===== src/rtl/freq_gate_ctrl_if.sv =====
// freq_gate_ctrl_if: control/status bundle between the gate-window controller and the BCD digit chain
//   master (controller): in  oneHz, sig_in, run, top_carry; out add, clr, latch, ovf, gating
//   slave  (datapath/stimulus): the mirror image
interface freq_gate_ctrl_if;
    logic oneHz;
    logic sig_in;
    logic run;
    logic top_carry;
    logic add;
    logic clr;
    logic latch;
    logic ovf;
    logic gating;
    modport master (input oneHz, sig_in, run, top_carry, output add, clr, latch, ovf, gating);
    modport slave (output oneHz, sig_in, run, top_carry, input add, clr, latch, ovf, gating);
endinterface


===== src/rtl/freq_gate_ctrl.sv =====
// freq_gate_ctrl: gate-window controller for the BCD frequency counter
//   gclk  : system clock, rising edge
//   reset : asynchronous active-low reset
//   bus   : freq_gate_ctrl_if.master (oneHz tick, sig_in, run, top_carry in;
//           add pulse, clr, latch, ovf, gating out)
module freq_gate_ctrl #(
    parameter int SYNC_STAGES = 2,
    parameter int WINDOW_SEC  = 1
) (
    input logic             gclk,
    input logic             reset,
    freq_gate_ctrl_if.master bus
);
    typedef enum logic [2:0] {IDLE, ARM, CLEAR, GATE, LATCH} state_t;
    state_t                 state, state_nx;
    logic [SYNC_STAGES-1:0] sync;
    logic                   prev;
    logic                   sig_edge;
    logic                   closing;
    logic                   acc;
    logic                   add_q;
    logic                   ovf_q;
    logic [3:0]             ticks;
    assign sig_edge = sync[SYNC_STAGES-1] & ~prev;
    assign closing  = (state == GATE) && (state_nx == LATCH);
    always_comb begin
        state_nx = state;
        case (state)
            IDLE:    state_nx = bus.run ? ARM : IDLE;
            ARM:     state_nx = !bus.run ? IDLE : bus.oneHz ? CLEAR : ARM;
            CLEAR:   state_nx = bus.run ? GATE : IDLE;
            GATE:    state_nx = !bus.run ? IDLE :
                                (bus.oneHz && ticks == 4'(WINDOW_SEC - 1)) ? LATCH : GATE;
            LATCH:   state_nx = CLEAR;
            default: state_nx = IDLE;
        endcase
    end
    always_ff @(posedge gclk or negedge reset) begin
        if (!reset) begin
            state <= IDLE;
            sync  <= '0;
            prev  <= 1'b0;
            ticks <= 4'd0;
            acc   <= 1'b0;
            add_q <= 1'b0;
            ovf_q <= 1'b0;
        end else begin
            state <= state_nx;
            sync  <= {sync[SYNC_STAGES-2:0], bus.sig_in};
            prev  <= sync[SYNC_STAGES-1];
            // an edge on the closing-tick cycle belongs to no window: half-open gate
            add_q <= sig_edge && (state == GATE) && (state_nx == GATE);
            if (state == CLEAR)
                ticks <= 4'd0;
            else if (state == GATE && bus.oneHz)
                ticks <= ticks + 4'd1;
            if (state == CLEAR)
                acc <= 1'b0;
            else if (add_q && bus.top_carry)
                acc <= 1'b1;
            // the add still in flight on the closing cycle can carry too
            if (closing)
                ovf_q <= acc | (add_q & bus.top_carry);
        end
    end
    assign bus.add    = add_q;
    assign bus.clr    = (state == CLEAR);
    assign bus.latch  = (state == LATCH);
    assign bus.gating = (state == GATE);
    assign bus.ovf    = ovf_q;
endmodule


===== src/flat_wrapper.sv =====
// flat-port wrapper written by rule: the top's interface ports become plain ports
module freq_gate_ctrl_flat 
#(
    parameter int SYNC_STAGES = 2,
    parameter int WINDOW_SEC  = 1
)
  (gclk, reset, bus_oneHz, bus_sig_in, bus_run, bus_top_carry, bus_add, bus_clr, bus_latch, bus_ovf, bus_gating);
  freq_gate_ctrl_if bus_i ();
  input logic gclk;
  input logic reset;
  input wire logic [$bits(bus_i.oneHz)-1:0] bus_oneHz;
  input wire logic [$bits(bus_i.sig_in)-1:0] bus_sig_in;
  input wire logic [$bits(bus_i.run)-1:0] bus_run;
  input wire logic [$bits(bus_i.top_carry)-1:0] bus_top_carry;
  output wire logic [$bits(bus_i.add)-1:0] bus_add;
  output wire logic [$bits(bus_i.clr)-1:0] bus_clr;
  output wire logic [$bits(bus_i.latch)-1:0] bus_latch;
  output wire logic [$bits(bus_i.ovf)-1:0] bus_ovf;
  output wire logic [$bits(bus_i.gating)-1:0] bus_gating;
  assign bus_i.oneHz = bus_oneHz;
  assign bus_i.sig_in = bus_sig_in;
  assign bus_i.run = bus_run;
  assign bus_i.top_carry = bus_top_carry;
  assign bus_add = bus_i.add;
  assign bus_clr = bus_i.clr;
  assign bus_latch = bus_i.latch;
  assign bus_ovf = bus_i.ovf;
  assign bus_gating = bus_i.gating;
  freq_gate_ctrl #(.SYNC_STAGES(SYNC_STAGES), .WINDOW_SEC(WINDOW_SEC)) u_core (.gclk(gclk), .reset(reset), .bus(bus_i));
endmodule

===== config.mk =====
export PLATFORM = sky130hd
export DESIGN_NAME = freq_gate_ctrl_flat
export DESIGN_NICKNAME = d
export VERILOG_FILES = /design/src/rtl/freq_gate_ctrl_if.sv /design/src/rtl/freq_gate_ctrl.sv /design/src/flat_wrapper.sv
export SDC_FILE = /design/constraint.sdc
export NUM_CORES = 1
export LEC_CHECK = 0
export ABC_AREA = 1
export CAP_MARGIN = 20
export CORE_AREA = 2 2 39 41
export DETAILED_ROUTE_END_ITERATION = 8
export DIE_AREA = 0 0 41 43
export HOLD_SLACK_MARGIN = 0.06
export PLACE_DENSITY = 0.79
export SLEW_MARGIN = 20
export SYNTH_ARGS = -nofsm -noshare
export SYNTH_HDL_FRONTEND = slang
export SYNTH_SLANG_ARGS = --single-unit
export TNS_END_PERCENT = 30

===== constraint.sdc =====
create_clock -name gclk -period 1.3 [get_ports gclk]
set_clock_uncertainty 0.05 [all_clocks]
set_input_delay 0.325 -clock gclk [delete_from_list [all_inputs] [get_ports gclk]]
set_output_delay 0.325 -clock gclk [all_outputs]
set_load 0.005 [all_outputs]

### After elaboration in Yosys (flattened, before gate mapping)

Cells that the tools add are included.

* register bits: 13
* latch bits: 0
* RAM bits: 0
* ROM bits: 0
* bits of input ports: 6
* output and inout port bits: 5
* word-level logic and storage cells: 39
* memories kept: 0

* $add $sub $neg: 1
* multiply operators: 0
* divide/modulo/power cells: 0
* order comparisons: 0
* eq/ne operators: 6
* shift operators: 0
* mux-type cells: 11
* bitwise gates (word level): 4
* reductions and logical operators: 10

Operator list (count)
* case mux 3 bit (5 select lines): 1
* equality test 3 x 2 -> 1 bit, second input constant: 3
* two-way mux 3 bit: 3
* two-way mux 4 bit: 2
* equality test 3 bit, second input constant: 2
* logical AND 1 bit: 6
* adder 4 x 1 -> 4 bit, second input constant: 1
* zero test 4 bit: 1
* two-way mux 2 bit: 2
* nonzero test 2 bit: 2
* equality test 3 x 1 -> 1 bit, second input constant: 1
* zero test 3 bit: 1
* two-way mux 1 bit: 3
* AND 1 bit: 2
* NOT 1 bit: 1
* OR 1 bit: 1

### Longest topological paths before layout

* depth after elaboration: 7
* depth in mapped cells: 8
* mapped depth without buffers: 8

### Least setup slack after synthesis

OpenSTA, ideal clock, no wires.

* path kind: register to register
* start: register u_core.ticks[0]
* end: register u_core.state[0]
* setup time: 0.128 ns
* data arrival time: 1.004 ns
* slack: 0.118 ns
* cell stages (with the launch flop): 8
* buffers on the path: 0
* clock period less this slack: 1.182 ns
* cell sequence: dfrtp_1 > inv_1 > ha_1 > nand2_1 > inv_1 > nand2_1 > o21ai_0 > nand2_1

* cells in the longest elaborated chain, start to end: 5

RTL lines
* start, declared: RTL line freq_gate_ctrl.sv:23 `logic [3:0] ticks;`
* start signal, assigned: RTL line freq_gate_ctrl.sv:56 `ticks <= ticks + 4'd1;`
* zero test 4 bit: RTL line freq_gate_ctrl.sv:33 `(bus.oneHz && ticks == 4'(WINDOW_SEC - 1)) ? LATCH : GATE;`
* logical AND 1 bit: RTL line freq_gate_ctrl.sv:33
* two-way mux 3 bit: RTL line freq_gate_ctrl.sv:33
* two-way mux 3 bit: RTL line freq_gate_ctrl.sv:32 `GATE: state_nx = !bus.run ? IDLE :`
* case mux 3 bit (5 select lines): RTL line freq_gate_ctrl.sv:28 `case (state)`
* net u_core.state_nx[0]: RTL line freq_gate_ctrl.sv:15 `state_t state, state_nx;`
* end signal, assigned: RTL line freq_gate_ctrl.sv:48 `state <= state_nx;`
* end, declared: RTL line freq_gate_ctrl.sv:15

The timed path passes the listed nets, and every way through them passes these cells.
A chain may end at the register's enable or synchronous reset.

### Final worst setup path

* start: register u_core.state[1]
* end: output port bus_clr

* cells in the longest elaborated chain, start to end: 1

RTL lines
* equality test 3 x 2 -> 1 bit: RTL line freq_gate_ctrl.sv:67 `assign bus.clr = (state == CLEAR);`
* end, declared: RTL line flat_wrapper.sv:16 `output wire logic [$bits(bus_i.clr)-1:0] bus_clr;`

Every way passes these cells.

==> flow_results.xml <==
<?xml version="1.0" encoding="UTF-8"?>
<metrics>
  <group name="run_status">
    <metric name="run_status" unit="">complete, but fails checks</metric>
    <metric name="violated_checks" unit="">setup timing</metric>
  </group>
  <group name="place">
    <metric name="post_dp_cell_area" unit="um2">817</metric>
    <metric name="finalWeightedCongestion" unit="">0.795</metric>
    <metric name="placed_cells" unit="">108</metric>
    <metric name="hpwl" unit="um">996</metric>
    <metric name="placement.io_buffers" unit="">10</metric>
    <metric name="post-place-ws" unit="ps">-259</metric>
  </group>
  <group name="global_routing">
    <metric name="grt-ovfl-total" unit="">0</metric>
    <metric name="grt_max_degree" unit="">14</metric>
    <metric name="grt_pass1_vias" unit="">571</metric>
    <metric name="grt_pass1_wl" unit="mm">2.30</metric>
    <metric name="antenna_found_initial" unit="">0</metric>
    <metric name="grt_use_total" unit="">0.201</metric>
  </group>
  <group name="setup_path">
    <metric name="worst_setup_path_start_kind" unit="">register</metric>
    <metric name="critical_path_required" unit="ps">930</metric>
    <metric name="arrival" unit="ps">1140</metric>
    <metric name="worst-r2r-setup-slack" unit="ps">30</metric>
    <metric name="worst_setup_path_end_kind" unit="">primary output</metric>
    <metric name="setup.worst_path.class" unit="">reg -&gt; out</metric>
    <metric name="critical_path.max_fanout" unit="">3</metric>
  </group>
  <group name="synth">
    <metric name="synth_seq_cells" unit="">13</metric>
    <metric name="combinational_family_with_the_most_area_after_synthesis" unit="">simple AND/OR/NAND/NOR gates</metric>
    <metric name="syn-cell-area" unit="um2">614</metric>
    <metric name="area_fraction_in_compound_gates_after_synthesis" unit="">0.0692</metric>
    <metric name="yosysWarningCount" unit="">0</metric>
    <metric name="netlist_instances" unit="">71</metric>
    <metric name="synth_seq_area_share" unit="">0.530</metric>
    <metric name="syn_avg_cell_area" unit="um2">8.65</metric>
    <metric name="synthDistinctLibCells" unit="">16</metric>
    <metric name="synth_xor_area_frac" unit="">0.0143</metric>
    <metric name="syn-num-nets" unit="">79</metric>
    <metric name="post_synth_fa_ha_maj_area_fraction" unit="">0.0407</metric>
    <metric name="synth-simple-area-share" unit="">0.273</metric>
    <metric name="multiplexer_area_fraction_after_synthesis" unit="">0</metric>
  </group>
  <group name="timing">
    <metric name="postLayoutSetupSlackWorst" unit="ps">-219</metric>
    <metric name="slew_violations" unit="">0</metric>
    <metric name="final_report_setup_violation_count" unit="">3</metric>
    <metric name="achievable-frequency" unit="GHz">0.659</metric>
    <metric name="max_slew_margin" unit="">0.842</metric>
    <metric name="rsz_0062_raised_after_global_routing" unit="">true</metric>
    <metric name="finalHoldViolCount" unit="">0</metric>
    <metric name="tightestPinTransition" unit="ps">236</metric>
    <metric name="final.setup.tns" unit="ps">-599</metric>
    <metric name="post-route-min-period" unit="ps">1520</metric>
    <metric name="fin_crit_sh" unit="">1.17</metric>
  </group>
  <group name="floorplan">
    <metric name="io_pins" unit="">11</metric>
    <metric name="floorplan.rows" unit="">14</metric>
    <metric name="start_util" unit="">0.444</metric>
    <metric name="coreArea" unit="um2">1380</metric>
    <metric name="die_area" unit="um2">1760</metric>
    <metric name="die-width" unit="um">41</metric>
    <metric name="die_height" unit="um">43</metric>
  </group>
  <group name="finish">
    <metric name="antenna_cells" unit="">0</metric>
    <metric name="layout_common_cells" unit="">sky130_fd_sc_hd__dfrtp_1 (13), sky130_fd_sc_hd__buf_4 (11), sky130_fd_sc_hd__nand2_1 (9)</metric>
    <metric name="final_cells" unit="">117</metric>
    <metric name="area.growth.synth_to_final" unit="%">51.7</metric>
    <metric name="drive_gt1_frac" unit="">0.406</metric>
    <metric name="fin_nets" unit="">110</metric>
    <metric name="layout.cells.most_common" unit="">sky130_fd_sc_hd__dfrtp_1</metric>
    <metric name="multiInputGateArea" unit="um2">285</metric>
    <metric name="finalInstanceArea" unit="um2">932</metric>
    <metric name="layout.area.seq" unit="um2">325</metric>
    <metric name="layout.core_utilization" unit="">0.674</metric>
    <metric name="fillCellCount" unit="">117</metric>
  </group>
  <group name="power_and_ir_drop">
    <metric name="power_per_cell_area" unit="nW/um2">1450</metric>
    <metric name="max-vdd-ir-drop" unit="V">0.000865</metric>
    <metric name="intPower" unit="uW">876</metric>
    <metric name="p_clk_frac" unit="">0.195</metric>
    <metric name="static-leakage-power" unit="nW">0.499</metric>
    <metric name="total_switching_power" unit="uW">472</metric>
    <metric name="p_sw_frac" unit="">0.350</metric>
    <metric name="comb_power_share" unit="">0.427</metric>
    <metric name="power.share.sequential" unit="">0.378</metric>
  </group>
  <group name="flow_run">
    <metric name="max_cap_violations" unit="">0</metric>
  </group>
  <group name="detailed_routing">
    <metric name="initialDrtViolationCount" unit="">6</metric>
    <metric name="route.detailed.wl_per_inst" unit="um">12.2</metric>
    <metric name="remaining_drc_errors" unit="">0</metric>
    <metric name="avgViaCountPerCell" unit="">4.83</metric>
    <metric name="drt_pass1_iterations" unit="">4</metric>
    <metric name="drt-total-wl" unit="mm">1.42</metric>
    <metric name="vias" unit="">565</metric>
    <metric name="drt.antenna.violating_nets" unit="">0</metric>
  </group>
  <group name="clock_tree">
    <metric name="clock_sink_count" unit="">13</metric>
    <metric name="maximum_buffer_depth_of_the_clock_tree" unit="">2</metric>
    <metric name="cts_made_buffers" unit="">3</metric>
    <metric name="clock_tree.htree_level_count" unit="">1</metric>
    <metric name="worst_skew_pair.late_latency" unit="ps">290</metric>
    <metric name="cts_tree" unit="">done</metric>
    <metric name="cts-root-buf" unit="">sky130_fd_sc_hd__clkbuf_4</metric>
    <metric name="path_clk_slew" unit="ps">80</metric>
  </group>
  <group name="worst_hold_path">
    <metric name="timing.hold.worst.class" unit="">in -&gt; async</metric>
  </group>
</metrics>
==> metrics by stage <==
stage               hold slack [ps]  power [mW]
floorplan                     -20.6       0.706
global placement                284       0.896
detailed placement              301       0.919
CTS                             293        1.27
global route                    319        1.43
finish                          287        1.35
==> per-layer routing <==
metal,vias to the layer above,GRT usage,part of all wire
li1,279,-,-
met1,269,0.208,0.38
met2,12,0.331,0.54
met3,5,0.0471,0.046
met4,0,0.140,0.027
met5,-,0,0
==> critical path, cell delays in order (launching register included) <==
cell	delay, ps
sky130_fd_sc_hd__dfrtp_1	410
sky130_fd_sc_hd__buf_6	140
sky130_fd_sc_hd__inv_2	60
sky130_fd_sc_hd__nor2_4	40
sky130_fd_sc_hd__nand2_2	70
sky130_fd_sc_hd__inv_1	30
sky130_fd_sc_hd__buf_2	110
==> sequential cells by signal, summed over array words and instances (netlist names) <==
signal,cells
u_core.state,3
u_core.prev,1
u_core.bus.ovf,1
u_core.acc,1
u_core.sync,2
u_core.ticks,4
u_core.bus.add,1
==> cells in the mapped netlist, drive strengths merged <==
cell / number / area [um2]
nor2: 11 / 58.8
a21o: 1 / 7.51
dfrtp: 13 / 325
a21oi: 2 / 10.0
xor2: 1 / 8.76
ha: 2 / 25.0
nand3b: 1 / 7.51
nand4: 1 / 6.26
o21ai: 5 / 25.0
nand3: 6 / 30.0
nand2: 16 / 65.1
inv: 12 / 45.0
==> kinds of logic (layout without fill, tap and decap cells) <==
logic type	after synthesis	in the layout
AND/OR/NAND/NOR	35	35
XOR/XNOR	1	1
flip-flops	13	13
AO/OA/AOI/OAI	8	8
buffers and inverters	12	42
adder cells (fa/ha/maj)	2	2
==> worst paths after layout <==
path,startpoint,endpoint,depth (start not counted)
setup / recovery,u_core.state[1],bus_clr,6
hold / removal,reset,u_core.bus.ovf,2
setup reg to reg,u_core.state[1],u_core.bus.ovf,8
hold reg to reg,u_core.sync[0],u_core.sync[1],0
max in group asynchronous,reset,u_core.ticks[2],2
min in group gclk,u_core.sync[0],u_core.sync[1],0
==> cell type report <==
type                    count  area share
flip-flops and latches     13       0.349
multi-input cells          46       0.306
repair buffers             26       0.247
inverters                  12      0.0483
clock buffers               4      0.0282
well taps                  16      0.0215
==> power groups by stage <==
stage	registers [mW]	clock network [mW]	logic (mW)
6_report	0.509	0.263	0.576
2_1_floorplan	0.514	0	0.192
5_1_grt	0.517	0.276	0.633
3_5_place_dp	0.520	0	0.399
4_1_cts	0.501	0.266	0.504
3_3_place_gp	0.513	0	0.384
==> repair_timing <==
item / CTS / global route
gates cloned: 0 / 0
endpoints found under the setup margin: 7 / 11
hold buffers: 0 / 0
buffers inserted: 5 / 0
gates resized for setup: 25 / 16
pin swaps: 5 / 3
Note: power is estimated with default switching activity, not from simulation.
